$ cat src/rtl/blink_receiver.sv
// Receive side of the LED blink link: synchronizes and debounces the blink line,
// measures its half-period in clk cycles and declares lock once the period is stable.
module blink_receiver #(
  parameter int CNT_W       = 16,
  parameter int SYNC_STAGES = 2,
  parameter int MIN_HALF    = 4,
  parameter int TOL         = 2,
  parameter int LOCK_COUNT  = 3
) (
  input  logic             clk,
  input  logic             rst,
  input  logic             ena,
  input  logic             blink_in,
  output logic             level,
  output logic [CNT_W-1:0] half_period,
  output logic             period_valid,
  output logic             locked,
  output logic             timeout
);

  localparam int STABLE_W = (MIN_HALF > 1) ? $clog2(MIN_HALF) : 1;
  localparam int MATCH_W  = $clog2(LOCK_COUNT + 1);

  localparam logic [STABLE_W-1:0] STABLE_LAST = STABLE_W'(MIN_HALF - 1);
  localparam logic [MATCH_W-1:0]  MATCH_LOCK  = MATCH_W'(LOCK_COUNT);
  localparam logic [CNT_W-1:0]    CNT_MAX     = '1;
  localparam logic [CNT_W:0]      TOL_V       = (CNT_W + 1)'(TOL);

  typedef enum logic [1:0] {
    IDLE,
    ACQ,
    LOCKED
  } state_t;

  state_t                  state_reg;
  logic [SYNC_STAGES-1:0]  sync_reg;
  logic [STABLE_W-1:0]     stable_cnt_reg;
  logic [CNT_W-1:0]        period_cnt_reg;
  logic [CNT_W-1:0]        prev_reg;
  logic                    have_prev_reg;
  logic [MATCH_W-1:0]      match_cnt_reg;

  logic                    synced;
  logic                    differ;
  logic                    accept;
  logic                    saturated;
  logic [CNT_W-1:0]        meas;
  logic [CNT_W:0]          abs_diff;
  logic                    close;
  logic [MATCH_W-1:0]      match_inc;

  always_comb begin
    synced    = sync_reg[SYNC_STAGES-1];
    differ    = (synced != level);
    accept    = differ && (stable_cnt_reg == STABLE_LAST);
    saturated = (period_cnt_reg == CNT_MAX);
    // meas is only consumed when not saturated, so the +1 cannot wrap there
    meas      = period_cnt_reg + 1'b1;
    abs_diff  = (meas >= prev_reg) ? ({1'b0, meas} - {1'b0, prev_reg})
                                   : ({1'b0, prev_reg} - {1'b0, meas});
    close     = have_prev_reg && (abs_diff <= TOL_V);
    match_inc = match_cnt_reg + 1'b1;
  end

  always_ff @(posedge clk or posedge rst) begin
    if (rst) begin
      sync_reg       <= '0;
      stable_cnt_reg <= '0;
      period_cnt_reg <= '0;
      prev_reg       <= '0;
      have_prev_reg  <= 1'b0;
      match_cnt_reg  <= '0;
      state_reg      <= IDLE;
      level          <= 1'b0;
      half_period    <= '0;
      period_valid   <= 1'b0;
      locked         <= 1'b0;
      timeout        <= 1'b0;
    end else if (!ena) begin
      sync_reg       <= '0;
      stable_cnt_reg <= '0;
      period_cnt_reg <= '0;
      prev_reg       <= '0;
      have_prev_reg  <= 1'b0;
      match_cnt_reg  <= '0;
      state_reg      <= IDLE;
      level          <= 1'b0;
      half_period    <= '0;
      period_valid   <= 1'b0;
      locked         <= 1'b0;
      timeout        <= 1'b0;
    end else begin
      sync_reg     <= {sync_reg[SYNC_STAGES-2:0], blink_in};
      period_valid <= 1'b0;

      if (!differ || accept) begin
        stable_cnt_reg <= '0;
      end else begin
        stable_cnt_reg <= stable_cnt_reg + 1'b1;
      end

      if (accept) begin
        level          <= synced;
        period_cnt_reg <= '0;
      end else if (!saturated) begin
        period_cnt_reg <= period_cnt_reg + 1'b1;
      end

      if (accept && saturated) begin
        // Edge after a gap too long to measure: restart from a fresh baseline
        state_reg     <= ACQ;
        have_prev_reg <= 1'b0;
        match_cnt_reg <= '0;
        locked        <= 1'b0;
        timeout       <= 1'b0;
      end else if (saturated) begin
        state_reg     <= IDLE;
        have_prev_reg <= 1'b0;
        match_cnt_reg <= '0;
        locked        <= 1'b0;
        timeout       <= 1'b1;
      end else if (accept) begin
        timeout <= 1'b0;
        case (state_reg)
          IDLE: begin
            state_reg     <= ACQ;
            have_prev_reg <= 1'b0;
            match_cnt_reg <= '0;
          end
          ACQ: begin
            period_valid  <= 1'b1;
            half_period   <= meas;
            prev_reg      <= meas;
            have_prev_reg <= 1'b1;
            if (!close) begin
              match_cnt_reg <= '0;
            end else if (match_inc == MATCH_LOCK) begin
              state_reg     <= LOCKED;
              locked        <= 1'b1;
              match_cnt_reg <= '0;
            end else begin
              match_cnt_reg <= match_inc;
            end
          end
          LOCKED: begin
            period_valid <= 1'b1;
            half_period  <= meas;
            // While locked the reference stays put, so slow drift cannot walk it away
            if (!close) begin
              state_reg     <= ACQ;
              locked        <= 1'b0;
              match_cnt_reg <= '0;
              prev_reg      <= meas;
            end
          end
          default: begin
            state_reg <= IDLE;
          end
        endcase
      end
    end
  end

endmodule

$ cat config.mk
export PLATFORM = sky130hd
export DESIGN_NAME = blink_receiver
export DESIGN_NICKNAME = d
export VERILOG_FILES = /design/src/rtl/blink_receiver.sv
export SDC_FILE = /design/constraint.sdc
export NUM_CORES = 1
export LEC_CHECK = 0
export ABC_AREA = 1
export CAP_MARGIN = 10
export CELL_PAD_IN_SITES_DETAIL_PLACEMENT = 0
export CELL_PAD_IN_SITES_GLOBAL_PLACEMENT = 2
export CORE_MARGIN = 2
export CORE_UTILIZATION = 39
export CTS_CLUSTER_DIAMETER = 30
export DETAILED_ROUTE_END_ITERATION = 10
export DONT_BUFFER_PORTS = 1
export PLACE_DENSITY = 0.94
export SLEW_MARGIN = 20
export SYNTH_ARGS = -nofsm -noshare
export SYNTH_HDL_FRONTEND = slang
export SYNTH_SLANG_ARGS = --single-unit
$ cat constraint.sdc
create_clock -name clk -period 6.7 [get_ports clk]
set_clock_uncertainty 0.1 [all_clocks]
set_input_delay 0.67 -clock clk [delete_from_list [all_inputs] [get_ports clk]]
set_output_delay 0.67 -clock clk [all_outputs]
set_load 0.005 [all_outputs]
## Word-level counts from Yosys, hierarchy flattened

Cells that the tools add are included.

| operators by class | value |
|---|---|
| $lt $le $gt $ge | 2 |
| reduce and logical (&&, ||, !) cells | 13 |
| $add $sub $neg | 5 |
| equality and inequality tests | 20 |
| mux-type cells | 58 |

Operators by type and width:

| cell | count |
|---|---|
| 2-to-1 mux 16 bit | 13 |
| 2-to-1 mux 2 bit | 17 |
| subtractor 16 x 16 -> 17 bit | 2 |
| one-hot mux 16 bit (2 select lines) | 1 |
| 2-to-1 mux 1 bit | 22 |
| less-or-equal comparator 17 x 2 -> 1 bit, second input constant | 1 |
| 2-to-1 mux 17 bit | 1 |
| adder 16 x 1 -> 16 bit, second input constant | 1 |
| equality test 16 bit, second input constant | 1 |
| greater-or-equal comparator 16 bit | 1 |
| inequality test 5 bit, second input constant | 3 |
| one-hot mux 2 bit (3 select lines) | 2 |
| inequality test 5 x 1 -> 1 bit, second input constant | 2 |
| AND reduction 5 bit | 2 |
| AND reduction 4 bit | 2 |
| equality test 2 bit, second input constant | 3 |
| inequality test 2 bit, second input constant | 3 |
| inequality test 3 bit, second input constant | 2 |
| inequality test 6 x 1 -> 1 bit, second input constant | 1 |
| adder 2 x 1 -> 2 bit, second input constant | 2 |
| inequality test 4 x 1 -> 1 bit, second input constant | 1 |
| one-hot mux 1 bit (2 select lines) | 2 |
| logical AND 1 bit | 3 |
| inequality test 3 x 1 -> 1 bit, second input constant | 1 |
| 9 further kinds | 9 |

| storage, ports and cells | value |
|---|---|
| bits in registers | 61 |
| output and inout port bits | 20 |
| input port bits | 4 |

## Longest topological paths before layout

| logic depth | value |
|---|---|
| word-level depth | 11 |
| depth in mapped cells | 31 |
| mapped depth without buffers | 31 |

## Worst setup path before layout

OpenSTA, ideal clock, no wires.

| timing | value |
|---|---|
| path kind | reg-to-reg |
| start | reg period_cnt_reg[0] |
| end | reg prev_reg[2] |
| buffers on the path | 1 |
| clock period less this slack | 3.847 ns |
| library setup time | 0.118 ns |
| required time | 6.482 ns |
| slack | 2.853 ns |
| data arrival time | 3.630 ns |
| stages on the path, launching flop included | 31 |
| path through | dfrtp_1 -> nand2_1 -> nor2_1 -> nand2_1 -> nor2_1 -> nand2_1 -> nor2_1 -> nand2_1 -> nor2_1 -> nand3_1 -> nor3_1 -> nand2_1 -> xor2_1 -> inv_1 -> ha_1 -> nand2_1 -> nor2_1 -> nand2_1 -> o21ai_0 -> nor2_1 -> nand2_4 -> nand2_1 -> nor2_1 -> nand2_1 -> nand2_1 -> nand2_1 -> nor2_2 -> nand2_2 -> o21ai_4 -> buf_6 -> o21ai_2 |

| between the ends | value |
|---|---|
| cells in the longest elaborated chain, start to end | 7 |
| elaborated cells between the ends (all ways) | 19 |
| those cells by class | add/sub: 3; order compare: 2; eq/ne: 4; mux: 7; reduce/logical: 3 |

RTL lines:

| element | line | source |
|---|---|---|
| start, declared | 38 | `logic [CNT_W-1:0] period_cnt_reg;` |
| start signal, assigned | 106 | `period_cnt_reg <= period_cnt_reg + 1'b1;` |
| adder 16 x 1 -> 16 bit | 58 | `meas = period_cnt_reg + 1'b1;` |
| subtractor 16 x 16 -> 17 bit (tied with other cells) | 60 | `: ({1'b0, prev_reg} - {1'b0, meas});` |
| 2-to-1 mux 17 bit or one-hot mux 16 bit (2 select lines) (tied branches) | 59, 124 |  |
| less-or-equal comparator 17 x 2 -> 1 bit or 2-to-1 mux 16 bit (tied branches) | 61, 122 |  |
| logical AND 1 bit or 2-to-1 mux 16 bit (tied branches) | 61, 116 |  |
| inequality test 3 bit (no line) or 2-to-1 mux 16 bit (tied branches) | -- |  |
| AND reduction 5 bit (no line) or 2-to-1 mux 16 bit (tied branches) | -- |  |
| end signal, assigned | 133 | `prev_reg <= meas;` |
| end signal, assigned | 153 | `prev_reg <= meas;` |
| end, declared | 39 | `logic [CNT_W-1:0] prev_reg;` |

Parallel ways exist; a longest one is shown, timed or not. The select of a mux whose other input is x is not followed.
A chain may end at the register's enable or synchronous reset.

## Worst setup path in the final report

| timing | value |
|---|---|
| start | reg period_cnt_reg[0] |
| end | reg prev_reg[4] |

Same word-level chain as after synthesis.

==> metrics.txt <==
crit path time final=5.31 ns; Final ANT Viol Nets=0; Worst-Margin Slew=0.938 ns; core area=12200 um^2; IO Count=24; Worst Setup EP=prev_reg[4]; Clock Latency Late Sink=0.33 ns; flop-to-flop setup slack=1.39 ns; first-pass GRT wire length=21.5 mm; pin count of the biggest net entering global routing=62; die width=116 um; synthesized flop and latch total=61; CTS tree=yes; Stages on worst setup path=30; worst hold start=stable_cnt_reg[0]; Final Util=0.439; final setup violation count=0; Worst-path clk slew=0.05 ns; routed wire length=12.5 mm; status=complete, no violations; Post-synth ARST share=1.00; total track usage=0.204; Vias/cell=4.91; CTS root buffer=clkbuf_16; # H-tree levels=3; DRC=0; hold path depth=1; Post-CTS Setup Inserts=0; Avg Cell Area, Syn=6.62 um^2; top post-synthesis cells by count=251 x nand2_1, 128 x inv_1, 68 x nand3_1, 61 x dfrtp_1, 40 x nor2_1; initial antenna violation count=0; Synth warnings=0; worst endpoint required time=6.85 ns; Mapped Cells=741; Hold WC Path Type=reg2reg; Seq/Total Area, Yosys=0.311; worst-path cell with the longest stage delay=o21ai_4; DR vias=4485; crit path launch=period_cnt_reg[0]; Final Max Slew Viols=0; Max-slew headroom=0.373; router iterations before antenna repair=5; synthesis-to-layout area growth=8.98%; DRT iter0 DRCs=201; WP data arrival=5.46 ns; fin cells=914; CP max stage delay=0.74 ns; WP buf/inv=1; CP delay by family, top=simple AND/OR/NAND/NOR gates; RSZ-0062 raised after global routing=false; die height=116 um; vias in the first global route=4491; Port-buffer cells=0; EDFF count, synth=0; period utilization=0.793; startpoint types=flop; CTS Buf Count=9; cts repair resizes=0; Final Hold Vio Count=0; worst ir drop on vdd=194 uV; pwr dens=230 nW/um^2; CP endpoint kind=flop; post-synth net total=785; Yosys cell types=31; total grt overflow=0; share of layout cells above drive strength 1=0.0630; cell taking the most area after synthesis=dfrtp_1; Post-CTS Hold Buffers=0; Clock Path Buffers=2; worst reg2reg path endpoint=prev_reg[4]; Fillers=1262; DP HPWL=10.1 mm; Leak=2.98 nW; post-synth top area share=0.311; antenna fix cells=0; routability-driven placement congestion ratio=0.892; count leader, synth=nand2_1; Num Clock Sinks=61; Fmax achieved=188 MHz; Nets=785; Total Die Area=13500 um^2; most used cell, CP=nand2_1; critical setup path kind=reg2reg; launch point of the worst reg-to-reg path=period_cnt_reg[0]; synth top area cells=dfrtp_1 31%, nand2_1 19%, inv_1 9.8%; Initial Util=0.403; Core Rows=40; R2R cell count=30; Post-synth top flop=dfrtp_1; worst-path fanout max=32; Synth Cell Area=4900 um^2; final setup TNS=0 ns; Max Cap Viol=0; post-DR wirelength/cell=13.7 um; Post-Place Cells=898
==> placed cells by master (no fill, tap or decap), types with 2 or more instances in the layout <==
cell / netlist / routed
nor2_2: 5 / 5
nand4_1: 11 / 11
nor2_1: 40 / 40
nor4_1: 2 / 2
nand2_1: 251 / 251
o21bai_1: 4 / 4
fa_1: 2 / 2
nor3_1: 5 / 5
o21ai_0: 39 / 39
nand3_1: 68 / 68
nand2_2: 3 / 3
clkbuf_8: 0 / 4
clkinv_2: 0 / 2
ha_1: 38 / 38
clkbuf_16: 0 / 9
inv_1: 128 / 127
xor2_1: 9 / 9
a21oi_1: 33 / 33
o21ai_2: 13 / 13
dfrtp_1: 61 / 61
xnor2_1: 3 / 3
or2_2: 6 / 6
==> per-layer routing <==
metal | vias up | GRT usage | part of all wire
li1 | 2330 | - | -
met1 | 2037 | 0.273 | 0.47
met3 | 26 | 0.0285 | 0.036
met2 | 92 | 0.335 | 0.46
met4 | 0 | 0.0849 | 0.028
met5 | - | 0 | 0
==> worst min path at each step <==
stage                              endpoint  slack (ns)
final                     stable_cnt_reg[0]        0.33
after global placement    stable_cnt_reg[0]        0.32
after floorplan           stable_cnt_reg[0]        0.31
after CTS                 stable_cnt_reg[0]        0.34
after global routing            sync_reg[0]        0.36
after detailed placement  stable_cnt_reg[0]        0.33
==> final cells by class <==
| class | count | area (um^2) | area share |
|---|---|---|---|
| timing repair buffer | 1 | 7.51 | 0.00140 |
| clock buffer | 13 | 280 | 0.0524 |
| sequential | 61 | 1530 | 0.286 |
| clock inverter | 3 | 17.5 | 0.00328 |
| inverter | 128 | 480 | 0.0899 |
| multi-input combinational | 540 | 2820 | 0.528 |
| tap | 168 | 210 | 0.0393 |
==> kinds of logic (layout without fill, tap and decap cells) <==
group | count (synthesis) | after routing | share of synthesized area
AOI/OAI and AO/OA | 94 | 94 | 0.112
xor gates and xnor gates | 12 | 12 | 0.0214
adders and majority gates | 40 | 40 | 0.105
buffers and inverters | 140 | 145 | 0.113
DFF | 61 | 61 | 0.311
and+or+nand+nor | 394 | 394 | 0.337
==> report_power, final <==
part	total [W]	switching, W	internal, W
combinational	0.000388	0.000263	0.000125
clock	0.000445	0.000156	0.000289
sequential	0.000397	0.0000150	0.000382
total	0.00123	0.000433	0.000796
==> stage by stage <==
stage	power (W)	hold slack, ns	area [um^2]	worst slack [ns]
final	0.00123	0.330	5340	1.39
after detailed placement	0.000791	0.331	5050	1.50
after CTS	0.00124	0.338	5340	1.46
after floorplan	0.000704	0.309	4900	2.85
after global placement	0.000785	0.321	5050	1.66
after global routing	0.00132	0.357	5340	0.769
Note: power is estimated with default switching activity, not from simulation.
